### config.mk
export PLATFORM = sky130hd
export DESIGN_NAME = video_stream_meter_flat
export DESIGN_NICKNAME = d
export VERILOG_FILES = /design/src/rtl/video_stream_meter_if.sv /design/src/rtl/video_stream_meter.sv /design/src/flat_wrapper.sv
export SDC_FILE = /design/constraint.sdc
export NUM_CORES = 1
export LEC_CHECK = 0
export BUFFER_PORTS_ARGS = -buffer_cell sky130_fd_sc_hd__buf_2
export CAP_MARGIN = 40
export CORE_MARGIN = 1.5
export CORE_UTILIZATION = 45
export DETAILED_ROUTE_END_ITERATION = 16
export GPL_TIMING_DRIVEN = 0
export SETUP_SLACK_MARGIN = 0.4
export SKIP_LAST_GASP = 1
export SLEW_MARGIN = 40
export SYNTH_ARGS = -nofsm -noshare
export SYNTH_HDL_FRONTEND = slang
export SYNTH_SLANG_ARGS = --single-unit
### constraint.sdc
create_clock -name clk -period 7.01 [get_ports clk]
set_input_delay 1.402 -clock clk [delete_from_list [all_inputs] [get_ports clk]]
set_output_delay 1.402 -clock clk [all_outputs]
set_load 0.02 [all_outputs]
### src/rtl/video_stream_meter_if.sv
// Parallel video stream bundle: pixel data, pixel valid, horizontal and
// vertical sync. The source drives all four; the meter only listens.
interface video_stream_meter_if #(
    parameter int DATA_WIDTH = 8
);
    logic [DATA_WIDTH-1:0] di_i;
    logic                  de_i;
    logic                  hs_i;
    logic                  vs_i;

    modport master (output di_i, de_i, hs_i, vs_i);
    modport slave  (input  di_i, de_i, hs_i, vs_i);
endinterface

### src/rtl/video_stream_meter.sv
// Sink-side meter for the parallel video stream. Measures line length,
// line count, pixel checksum and frame count for each completed frame, and
// raises sticky flags for length mismatches, blank-time pixels and counter
// saturation.
module video_stream_meter #(
    parameter int DATA_WIDTH      = 8,
    parameter int LINE_SIZE_MAX   = 4096,
    parameter int FRAME_LINES_MAX = 4096,
    localparam int PW = $clog2(LINE_SIZE_MAX + 1),
    localparam int LW = $clog2(FRAME_LINES_MAX + 1)
) (
    input  logic                clk,
    input  logic                rst,
    input  logic                clr_i,
    video_stream_meter_if.slave vid,
    output logic [PW-1:0]       line_size_o,
    output logic [LW-1:0]       frame_lines_o,
    output logic [31:0]         checksum_o,
    output logic [15:0]         frame_cnt_o,
    output logic                frame_done_o,
    output logic                err_len_o,
    output logic                err_blank_o,
    output logic                err_ovf_o
);

    localparam logic [PW-1:0] PIX_MAX  = PW'(LINE_SIZE_MAX);
    localparam logic [LW-1:0] LINE_MAX = LW'(FRAME_LINES_MAX);

    logic            r_hs;
    logic            r_vs;
    logic            r_armed;     // vs_i=0 has been seen since reset
    logic            r_in_frame;  // between an accepted frame start and its end
    logic [PW-1:0]   r_pix_cnt;
    logic [PW-1:0]   r_ref_len;
    logic [LW-1:0]   r_line_cnt;
    logic [31:0]     r_acc;

    logic [DATA_WIDTH-1:0] w_di;
    logic            w_frame_start;
    logic            w_frame_end;
    logic            w_line_end;
    logic            w_accept;
    logic            w_blank;
    logic            w_close;
    logic            w_first_line;
    logic [PW-1:0]   w_pix_base;
    logic [PW-1:0]   w_pix_nx;
    logic [LW-1:0]   w_line_nx;
    logic [PW-1:0]   w_ref_nx;
    logic [31:0]     w_acc_nx;
    logic            w_len_err;
    logic            w_ovf;

    assign w_di = vid.di_i;

    // Edge detection and next-state arithmetic for the line/frame counters.
    always_comb begin
        // A frame that was already running when reset released has no
        // rising vs edge we trust, so it is neither started nor ended.
        w_frame_start = ~r_vs & vid.vs_i & r_armed;
        w_frame_end   = r_vs & ~vid.vs_i & r_in_frame;
        w_line_end    = ~r_hs & vid.hs_i;
        w_accept      = vid.de_i & ~vid.hs_i & vid.vs_i & (r_in_frame | w_frame_start);
        w_blank       = vid.de_i & (vid.hs_i | ~vid.vs_i);

        // An open line is closed by its own hs rise or by vs dropping first.
        w_close      = r_in_frame & (w_line_end | (w_frame_end & ~vid.hs_i))
                       & (r_pix_cnt != '0);
        w_first_line = (r_line_cnt == '0);

        w_pix_base = w_frame_start ? '0 : r_pix_cnt;
        if (w_close)
            w_pix_nx = '0;
        else if (w_accept)
            w_pix_nx = (w_pix_base == PIX_MAX) ? w_pix_base : w_pix_base + 1'b1;
        else
            w_pix_nx = w_pix_base;

        if (w_frame_start)
            w_line_nx = '0;
        else if (w_close)
            w_line_nx = (r_line_cnt == LINE_MAX) ? r_line_cnt : r_line_cnt + 1'b1;
        else
            w_line_nx = r_line_cnt;

        if (w_frame_start)
            w_ref_nx = '0;
        else if (w_close && w_first_line)
            w_ref_nx = r_pix_cnt;
        else
            w_ref_nx = r_ref_len;

        w_acc_nx  = (w_frame_start ? 32'd0 : r_acc) + (w_accept ? 32'(w_di) : 32'd0);
        w_len_err = w_close & ~w_first_line & (r_pix_cnt != r_ref_len);
        w_ovf     = (w_accept & (w_pix_nx == PIX_MAX))
                  | (w_close & (w_line_nx == LINE_MAX));
    end

    // Input edge registers and per-frame measurement state.
    always_ff @(posedge clk or posedge rst) begin
        if (rst) begin
            r_hs       <= 1'b1;
            r_vs       <= 1'b0;
            r_armed    <= 1'b0;
            r_in_frame <= 1'b0;
            r_pix_cnt  <= '0;
            r_ref_len  <= '0;
            r_line_cnt <= '0;
            r_acc      <= '0;
        end else begin
            // NOTE: state registers use non-blocking assignments so every
            // register samples the pre-edge values of the others.
            r_hs       <= vid.hs_i;
            r_vs       <= vid.vs_i;
            r_armed    <= r_armed | ~vid.vs_i;
            r_in_frame <= w_frame_start | (r_in_frame & ~w_frame_end);
            r_pix_cnt  <= w_pix_nx;
            r_ref_len  <= w_ref_nx;
            r_line_cnt <= w_line_nx;
            r_acc      <= w_acc_nx;
        end
    end

    // Frame results, frame counter and sticky flags; a new event beats clr_i.
    always_ff @(posedge clk or posedge rst) begin
        if (rst) begin
            line_size_o   <= '0;
            frame_lines_o <= '0;
            checksum_o    <= '0;
            frame_cnt_o   <= '0;
            frame_done_o  <= 1'b0;
            err_len_o     <= 1'b0;
            err_blank_o   <= 1'b0;
            err_ovf_o     <= 1'b0;
        end else begin
            frame_done_o <= w_frame_end;
            if (w_frame_end) begin
                line_size_o   <= w_ref_nx;
                frame_lines_o <= w_line_nx;
                checksum_o    <= r_acc;
                frame_cnt_o   <= clr_i ? 16'd1 : frame_cnt_o + 16'd1;
            end else if (clr_i) begin
                frame_cnt_o   <= 16'd0;
            end
            err_len_o   <= (err_len_o   & ~clr_i) | w_len_err;
            err_blank_o <= (err_blank_o & ~clr_i) | w_blank;
            err_ovf_o   <= (err_ovf_o   & ~clr_i) | w_ovf;
        end
    end

endmodule

### src/flat_wrapper.sv
// flat-port wrapper written by rule: the top's interface ports become plain ports
module video_stream_meter_flat 
#(
    parameter int DATA_WIDTH      = 8,
    parameter int LINE_SIZE_MAX   = 4096,
    parameter int FRAME_LINES_MAX = 4096,
    localparam int PW = $clog2(LINE_SIZE_MAX + 1),
    localparam int LW = $clog2(FRAME_LINES_MAX + 1)
)
  (clk, rst, clr_i, line_size_o, frame_lines_o, checksum_o, frame_cnt_o, frame_done_o, err_len_o, err_blank_o, err_ovf_o, vid_di_i, vid_de_i, vid_hs_i, vid_vs_i);
  video_stream_meter_if #(.DATA_WIDTH(DATA_WIDTH)) vid_i ();
  input  logic clk;
  input  logic rst;
  input  logic clr_i;
  output logic [PW-1:0] line_size_o;
  output logic [LW-1:0] frame_lines_o;
  output logic [31:0] checksum_o;
  output logic [15:0] frame_cnt_o;
  output logic frame_done_o;
  output logic err_len_o;
  output logic err_blank_o;
  output logic err_ovf_o;
  input wire logic [$bits(vid_i.di_i)-1:0] vid_di_i;
  input wire logic [$bits(vid_i.de_i)-1:0] vid_de_i;
  input wire logic [$bits(vid_i.hs_i)-1:0] vid_hs_i;
  input wire logic [$bits(vid_i.vs_i)-1:0] vid_vs_i;
  assign vid_i.di_i = vid_di_i;
  assign vid_i.de_i = vid_de_i;
  assign vid_i.hs_i = vid_hs_i;
  assign vid_i.vs_i = vid_vs_i;
  video_stream_meter #(.DATA_WIDTH(DATA_WIDTH), .LINE_SIZE_MAX(LINE_SIZE_MAX), .FRAME_LINES_MAX(FRAME_LINES_MAX)) u_core (.clk(clk), .rst(rst), .clr_i(clr_i), .vid(vid_i), .line_size_o(line_size_o), .frame_lines_o(frame_lines_o), .checksum_o(checksum_o), .frame_cnt_o(frame_cnt_o), .frame_done_o(frame_done_o), .err_len_o(err_len_o), .err_blank_o(err_blank_o), .err_ovf_o(err_ovf_o));
endmodule
==> impl_metrics.py, run 1 <==
metrics = {
    "clocking": {
        "cts_setup_buffers": 0,
        "htreeDepth": 4,
        "clock_latency_ns": 0.43,
        "cts_buffers": 17,
        "clock_path_buffers": 2,
        "cts-resized-gates": 0,
        "clk_pin_slew_ns": 0.06,
        "cts_root_buf": "clkbuf_16",
        "ctsHoldBuffers": 0,
        "cts_tree": "done",
        "numClockSinks": 153,
    },
    "worst_setup_path": {
        "crit_start": "vid_vs_i",
        "crit_path_start_kind": "input port",
        "critPathTopFamily": "compound AO/OA/AOI/OAI gates",
        "ff2ff_path_depth": 14,
        "path_cells": "buf_2, nand3b_2, clkbuf_1, clkbuf_1, clkbuf_1, and2_1, ha_1, fa_1, a21o_1, a21oi_1, o21bai_1, a2111oi_4, nor3_1, and3_2, o21ai_0",
        "crit_path_top_delay_cell": "a2111oi_4",
        "critical_path_class": "in -> reg",
        "crit_buf_inv": 4,
        "path_depth": 15,
        "path_max_fanout": 10,
        "r2r_slack_ns": 2.21,
        "endpoint_kind": "register",
        "required_ns": 7.36,
        "endpoint": "u_core.r_acc[14]$_DFF_PP0_",
        "reg2reg_from": "u_core.r_vs$_DFF_PP0_",
        "r2r-end": "u_core.r_acc[14]$_DFF_PP0_",
        "cpMostUsedCell": "clkbuf_1",
        "cp_data_arrival_time_ns": 5.78,
        "slowest_delay_ns": 0.65,
    },
    "floorplan": {
        "dieArea_mm2": 0.0175,
        "fp.dieW_um": 132,
        "ios": 92,
        "die_h_um": 132,
        "fp-row-count": 47,
        "core_mm2": 0.0165,
        "initial_core_util": 0.458,
    },
    "final_layout": {
        "final_area_mm2": 0.00895,
        "mostFrequentLayoutCells": "nand2_1, dfrtp_1, buf_2",
        "nNetsFinal": 926,
        "n_antenna_cell": 0,
        "nFillCells": 1508,
        "syn_to_final_growth_pct": 18.8,
        "final_util": 0.543,
        "final_layout_size_suffix_gt1_frac": 0.178,
        "final_common_cell": "nand2_1",
    },
    "drt": {
        "routed_via_density": 5.30,
        "final_antenna_net_count": 0,
        "num_vias": 5994,
        "drc_errors": 0,
        "first_iter_violations": 291,
        "drt_first_pass_iters": 7,
        "wl_um": 18300,
        "routedWlPerCell_um": 16.1,
    },
    "synth": {
        "yosysSeqAreaShare": 0.508,
        "synthesis.area_mm2": 0.00753,
        "ys_seq_elements": 153,
        "avgSynthCellArea_um2": 9.56,
        "yosysWarningCount": 0,
        "synthCells": 788,
        "synth_edf_count": 0,
        "syn-num-nets": 815,
        "async_reset_ff_frac": 1.00,
        "ys_types": 65,
        "synthFlopType": "dfrtp_1",
    },
    "timing": {
        "final.period_utilization": 0.774,
        "skew_ns": 0.00778,
        "worst_pin_slew_ns": 0.804,
        "post-route-min-period_ns": 5.42,
        "report.final.slew_viol_count": 0,
        "rsz0062_at_grt": "no",
        "setup_viol": 0,
        "max_freq_mhz": 184,
        "hold_viol": 0,
        "slew_headroom": 0.464,
    },
    "pwr": {
        "p_per_area_mw_per_mm2": 235,
        "ir_worst_vdd_uv": 178,
        "power.leakage_nw": 4.43,
    },
    "global_routing": {
        "grt_pass1_wl_um": 30200,
        "grt_overflow": 0,
        "first_global_vias": 5911,
        "antenna_found_initial": 0,
        "grt_max_degree": 71,
        "track_usage": 0.217,
    },
    "placement": {
        "place_area_mm2": 0.00833,
        "io_buffers": 90,
        "dp_hpwl_um": 13100,
        "gp_congestion": 0.859,
    },
    "min_path": {
        "min_path_type": "reg -> reg",
    },
    "flow_run": {
        "cap_viol_max_count": 0,
    },
    "status": {
        "status": "finished, final reports clean",
    },
}
metal layers:
metal | GRT usage | vias up | routed length (um)
met2 | 0.349 | 146 | 8830
met3 | 0.0381 | 35 | 771
met1 | 0.290 | 2920 | 8280
li1 | - | 2893 | -
met5 | 0 | - | 0
met4 | 0.0916 | 0 | 378
worst min path at each step:
| stage | startpoint | to | slack, ns | cells after the start |
|---|---|---|---|---|
| finish | u_core.r_acc[7]$_DFF_PP0_ | u_core.checksum_o[7]$_DFFE_PP0N_ | 0.46 | 2 |
| global route | u_core.r_acc[2]$_DFF_PP0_ | u_core.checksum_o[2]$_DFFE_PP0N_ | 0.49 | 2 |
| CTS | u_core.r_acc[7]$_DFF_PP0_ | u_core.checksum_o[7]$_DFFE_PP0N_ | 0.47 | 2 |
| detailed placement | u_core.r_acc[7]$_DFF_PP0_ | u_core.checksum_o[7]$_DFFE_PP0N_ | 0.45 | 2 |
| global placement | u_core.r_acc[0]$_DFF_PP0_ | u_core.checksum_o[0]$_DFFE_PP0N_ | 0.45 | 2 |
| floorplan | u_core.r_acc[0]$_DFF_PP0_ | u_core.checksum_o[0]$_DFFE_PP0N_ | 0.43 | 2 |
metrics by stage:
step | setup slack, ns | power (mW) | instances | TNS, ns | hold WS [ns]
finish | 1.59 | 2.10 | 1132 | 0 | 0.457
detailed placement | 1.19 | 1.16 | 1100 | 0 | 0.453
global placement | -0.197 | 1.15 | 1098 | -28.14 | 0.449
floorplan | 1.49 | 1.09 | 788 | 0 | 0.430
CTS | 1.63 | 2.12 | 1132 | 0 | 0.466
global route | 1.32 | 2.18 | 1132 | 0 | 0.491
worst reg2reg max path, stage by stage (launching register included):
cell and delay (ns):
dfrtp_1 0.40, nand3b_2 0.41, clkbuf_1 0.42, clkbuf_1 0.41, clkbuf_1 0.35, and2_1 0.25, ha_1 0.21, fa_1 0.43
a21o_1 0.19, a21oi_1 0.23, o21bai_1 0.18, a2111oi_4 0.65, nor3_1 0.20, and3_2 0.26, o21ai_0 0.15
logic make-up (layout without fill, tap and decap cells):
family                     Yosys count  after routing  synth area share
and+or+nand+nor                    371            371             0.235
adders and majority gates           13             13            0.0226
AOI/OAI and AO/OA                   97             97            0.0907
DFF                                153            153             0.508
muxes                               19             19            0.0254
xor gates and xnor gates            68             68            0.0790
buffers and inverters               67            191            0.0390
flip-flops by register name, summed over array words and instances, names as in the netlist:
register and flops:
u_core.checksum_o 32, u_core.err_blank_o 1, u_core.err_len_o 1, u_core.err_ovf_o 1
u_core.frame_cnt_o 16, u_core.frame_done_o 1, u_core.frame_lines_o 13, u_core.line_size_o 13
u_core.r_acc 32, u_core.r_armed 1, u_core.r_hs 1, u_core.r_in_frame 1
u_core.r_line_cnt 13, u_core.r_pix_cnt 13, u_core.r_ref_len 13, u_core.r_vs 1
layout make-up:
class	count	area, um2	share of cell area
clock inverters	5	80.1	0.00895
well taps	220	275	0.0308
flip-flops and latches	153	3830	0.428
repair buffers	92	505	0.0565
plain buffers	44	208	0.0232
clock buffers	27	543	0.0607
inverters	23	93.8	0.0105
multi-input cells	568	3410	0.381
power breakdown:
group          internal, mW  leakage, nW  switching [mW]
clock network         0.600        0.302           0.356
logic                0.0707         2.02           0.145
registers             0.913         2.11          0.0178
Yosys cell counts (3+ instances only):
master / count / area share
o21ai_0: 21 / 0.014
o31ai_1: 22 / 0.022
nor2_1: 82 / 0.041
buf_2: 12 / 0.0080
ha_1: 12 / 0.020
xnor2_1: 41 / 0.048
nor2b_1: 4 / 0.0033
mux2i_1: 18 / 0.024
a21oi_1: 22 / 0.015
nand2b_1: 5 / 0.0042
nor4_1: 14 / 0.012
buf_1: 5 / 0.0025
or2_2: 3 / 0.0025
and4_1: 8 / 0.0093
xor2_1: 27 / 0.031
a211oi_1: 7 / 0.0070
or3_1: 6 / 0.0050
clkbuf_1: 21 / 0.010
buf_4: 3 / 0.0030
nand3_1: 24 / 0.016
inv_1: 22 / 0.011
dfrtp_1: 152 / 0.50
and2_1: 20 / 0.017
nand2_1: 158 / 0.079
nor3_1: 9 / 0.0060
or4_1: 3 / 0.0030
and3_1: 5 / 0.0042
nand4_1: 15 / 0.012
Note: power is estimated with default switching activity, not from simulation.
==> run 2, diff against run 1 <==
Settings changed: ABC_AREA from default to 1.
Clock period 7.01 ns to 5.37 ns, I/O delays scaled along.
==> run 2 against run 1 <==
Compared with the run above:
- non-clock buffer count fell by 8
- register-to-register slack got worse by 0.45 ns
- clock skew rose by 0.0014 ns
- first-iteration DRC count rose by 38%
- die area rose by 6.7%
- power rose by 57%
- critical path depth rose by 5
- design area rose by 7.3%
- utilization rose by 0.76 points
==> impl_metrics.py, run 2 <==
metrics = {
    "clocking": {
        "cts_buffers": 17,
        "clk_pin_slew_ns": 0.06,
        "cts-resized-gates": 0,
        "clock_latency_ns": 0.43,
        "cts_tree": "done",
        "clock_path_buffers": 2,
        "ctsHoldBuffers": 0,
        "numClockSinks": 153,
        "cts_root_buf": "clkbuf_16",
        "cts_setup_buffers": 0,
        "htreeDepth": 4,
    },
    "placement": {
        "place_ws_ns": 0.971,
        "dp_hpwl_um": 15400,
        "place_area_mm2": 0.00899,
        "io_buffers": 91,
        "gp_congestion": 0.895,
        "dp_cells": 1334,
    },
    "min_path": {
        "hold_start": "u_core.checksum_o[30]$_DFFE_PP0N_",
        "min_path_type": "reg -> reg",
        "min_path_cells": 2,
    },
    "floorplan": {
        "die_h_um": 137,
        "core_mm2": 0.0174,
        "fp-row-count": 48,
        "ios": 92,
        "dieArea_mm2": 0.0187,
        "initial_core_util": 0.462,
        "fp.dieW_um": 137,
    },
    "final_layout": {
        "fin_cells": 1365,
        "final_layout_size_suffix_gt1_frac": 0.168,
        "final_common_cell": "nand2_1",
        "mostFrequentLayoutCells": "nand2_1, dfrtp_1, inv_1",
        "nFillCells": 1661,
        "largestRegisters": "u_core.checksum_o x32, u_core.r_acc x32, u_core.frame_cnt_o x16",
        "syn_to_final_growth_pct": 19.2,
        "nNetsFinal": 1155,
        "n_antenna_cell": 0,
        "final_util": 0.551,
        "final_area_mm2": 0.00960,
    },
    "worst_setup_path": {
        "crit_path_top_delay_cell": "buf_1",
        "path_max_fanout": 10,
        "crit_start": "vid_vs_i",
        "crit_buf_inv": 6,
        "crit_path_start_kind": "input port",
        "path_depth": 20,
        "cpMostUsedCell": "nand2_1",
        "path_cells": "buf_2, nand2_1, nor2_4, buf_2, buf_1, nor2_1, ha_1, fa_1, nand2_1, nand2_1, o21a_1, inv_1, o21bai_2, nand3_1, inv_2, nand2_2, clkinv_1, nand2_1, nor2_1, xnor2_1",
        "reg2reg_from": "u_core.r_armed$_DFF_PP0_",
        "slowest_delay_ns": 0.49,
        "required_ns": 5.68,
        "endpoint_kind": "register",
        "ff2ff_path_depth": 19,
        "critical_path_class": "in -> reg",
        "cp_data_arrival_time_ns": 4.31,
        "critPathTopFamily": "buffers and inverters",
    },
    "synth": {
        "synthCells": 1010,
        "ys_seq_elements": 153,
        "synth_top_cell_by_area": "dfrtp_1",
        "synthFlopType": "dfrtp_1",
        "netlist.area_leader.share": 0.472,
        "yosysWarningCount": 0,
        "synthTopCellsByArea": "dfrtp_1, nand2_1, inv_1",
        "synthesis.area_mm2": 0.00805,
        "syn-num-nets": 1037,
        "async_reset_ff_frac": 1.00,
        "avgSynthCellArea_um2": 7.97,
        "synth_edf_count": 0,
        "yosysSeqAreaShare": 0.476,
        "ys_types": 51,
        "yosysMostFrequentCell": "nand2_1",
        "ys_top_cells_by_count": "nand2_1, dfrtp_1, inv_1",
    },
    "timing": {
        "slew_headroom": 0.492,
        "worst_pin_slew_ns": 0.762,
        "final.period_utilization": 0.745,
        "hold_viol": 0,
        "post-route-min-period_ns": 4.00,
        "skew_ns": 0.00921,
        "setup_tns_ns": 0,
        "rsz0062_at_grt": "no",
        "max_freq_mhz": 250,
        "setup_viol": 0,
        "setup_slack_ns": 1.37,
        "report.final.slew_viol_count": 0,
        "holdWs_ns": 0.468,
    },
    "drt": {
        "drt_first_pass_iters": 5,
        "routed_via_density": 5.01,
        "routedWlPerCell_um": 14.8,
        "final_antenna_net_count": 0,
        "first_iter_violations": 401,
        "wl_um": 20200,
        "num_vias": 6834,
        "drc_errors": 0,
    },
    "global_routing": {
        "grt_max_degree": 25,
        "track_usage": 0.231,
        "antenna_found_initial": 0,
        "first_global_vias": 6496,
        "grt_overflow": 0,
        "grt_pass1_wl_um": 33100,
    },
    "status": {
        "status": "finished, final reports clean",
    },
    "pwr": {
        "ir_worst_vdd_uv": 254,
        "total_power_mw": 3.29,
        "power.leakage_nw": 5.07,
        "p_per_area_mw_per_mm2": 343,
    },
    "flow_run": {
        "cap_viol_max_count": 0,
    },
}
## run 2: changes by cell type after synthesis, sizes merged, moves of 9 or more
cell	previous run	this run
xnor2	41	17
nor2	83	119
mux2i	18	0
nand3	24	70
o31ai	22	0
o21ai	22	82
nand2	158	247
inv	23	160
and4	9	0
and2	20	0
nor4	15	5
## run 2: where the power goes
| part | leakage [nW] | switching (mW) | total (mW) | internal, mW |
|---|---|---|---|---|
| logic | 2.69 | 0.455 | 0.687 | 0.232 |
| registers | 2.08 | 0.0981 | 1.37 | 1.27 |
| clock network | 0.299 | 0.464 | 1.23 | 0.770 |
| total | 5.07 | 1.02 | 3.29 | 2.28 |
## run 2: worst paths after layout
kind                                                endpoint  slack [ns]
max                               u_core.r_acc[24]$_DFF_PP0_        1.37
max reg2reg                       u_core.r_acc[24]$_DFF_PP0_        1.76
min reg2reg                u_core.checksum_o[30]$_DFFE_PP0N_        0.47
min                        u_core.checksum_o[30]$_DFFE_PP0N_        0.47
min in group asynchronous              u_core.r_vs$_DFF_PP0_        0.62
max in group asynchronous     u_core.r_line_cnt[0]$_DFF_PP0_        3.96
## run 2: tightest hold or removal path: stages (launching register included)
cell	delay, ns
dfrtp_1	0.34
nand2_1	0.05
nand2_1	0.05
## run 2: cell type report
| type | instances | area (um2) | area share |
|---|---|---|---|
| Clock buffer | 26 | 529 | 0.0551 |
| Clock inverter | 5 | 81.3 | 0.00847 |
| Multi-Input combinational cell | 666 | 3460 | 0.361 |
| Timing Repair Buffer | 99 | 648 | 0.0675 |
| Inverter | 162 | 612 | 0.0637 |
| Tap cell | 225 | 282 | 0.0293 |
| Buffer | 29 | 153 | 0.0159 |
| Sequential cell | 153 | 3830 | 0.399 |
## run 2: metal layers
layer / routed length [um] / GRT usage / vias up
met1: 9870 / 0.327 / 3218
met3: 903 / 0.0437 / 23
met2: 9120 / 0.361 / 160
met5: 0 / 0 / -
met4: 265 / 0.0643 / 0
li1: - / - / 3433
## run 2: kinds of logic after synthesis
family | synth area share
DFF | 0.476
xor gates and xnor gates | 0.0424
buffers and inverters | 0.0945
adders and majority gates | 0.0211
and+or+nand+nor | 0.273
AOI/OAI and AO/OA | 0.0934
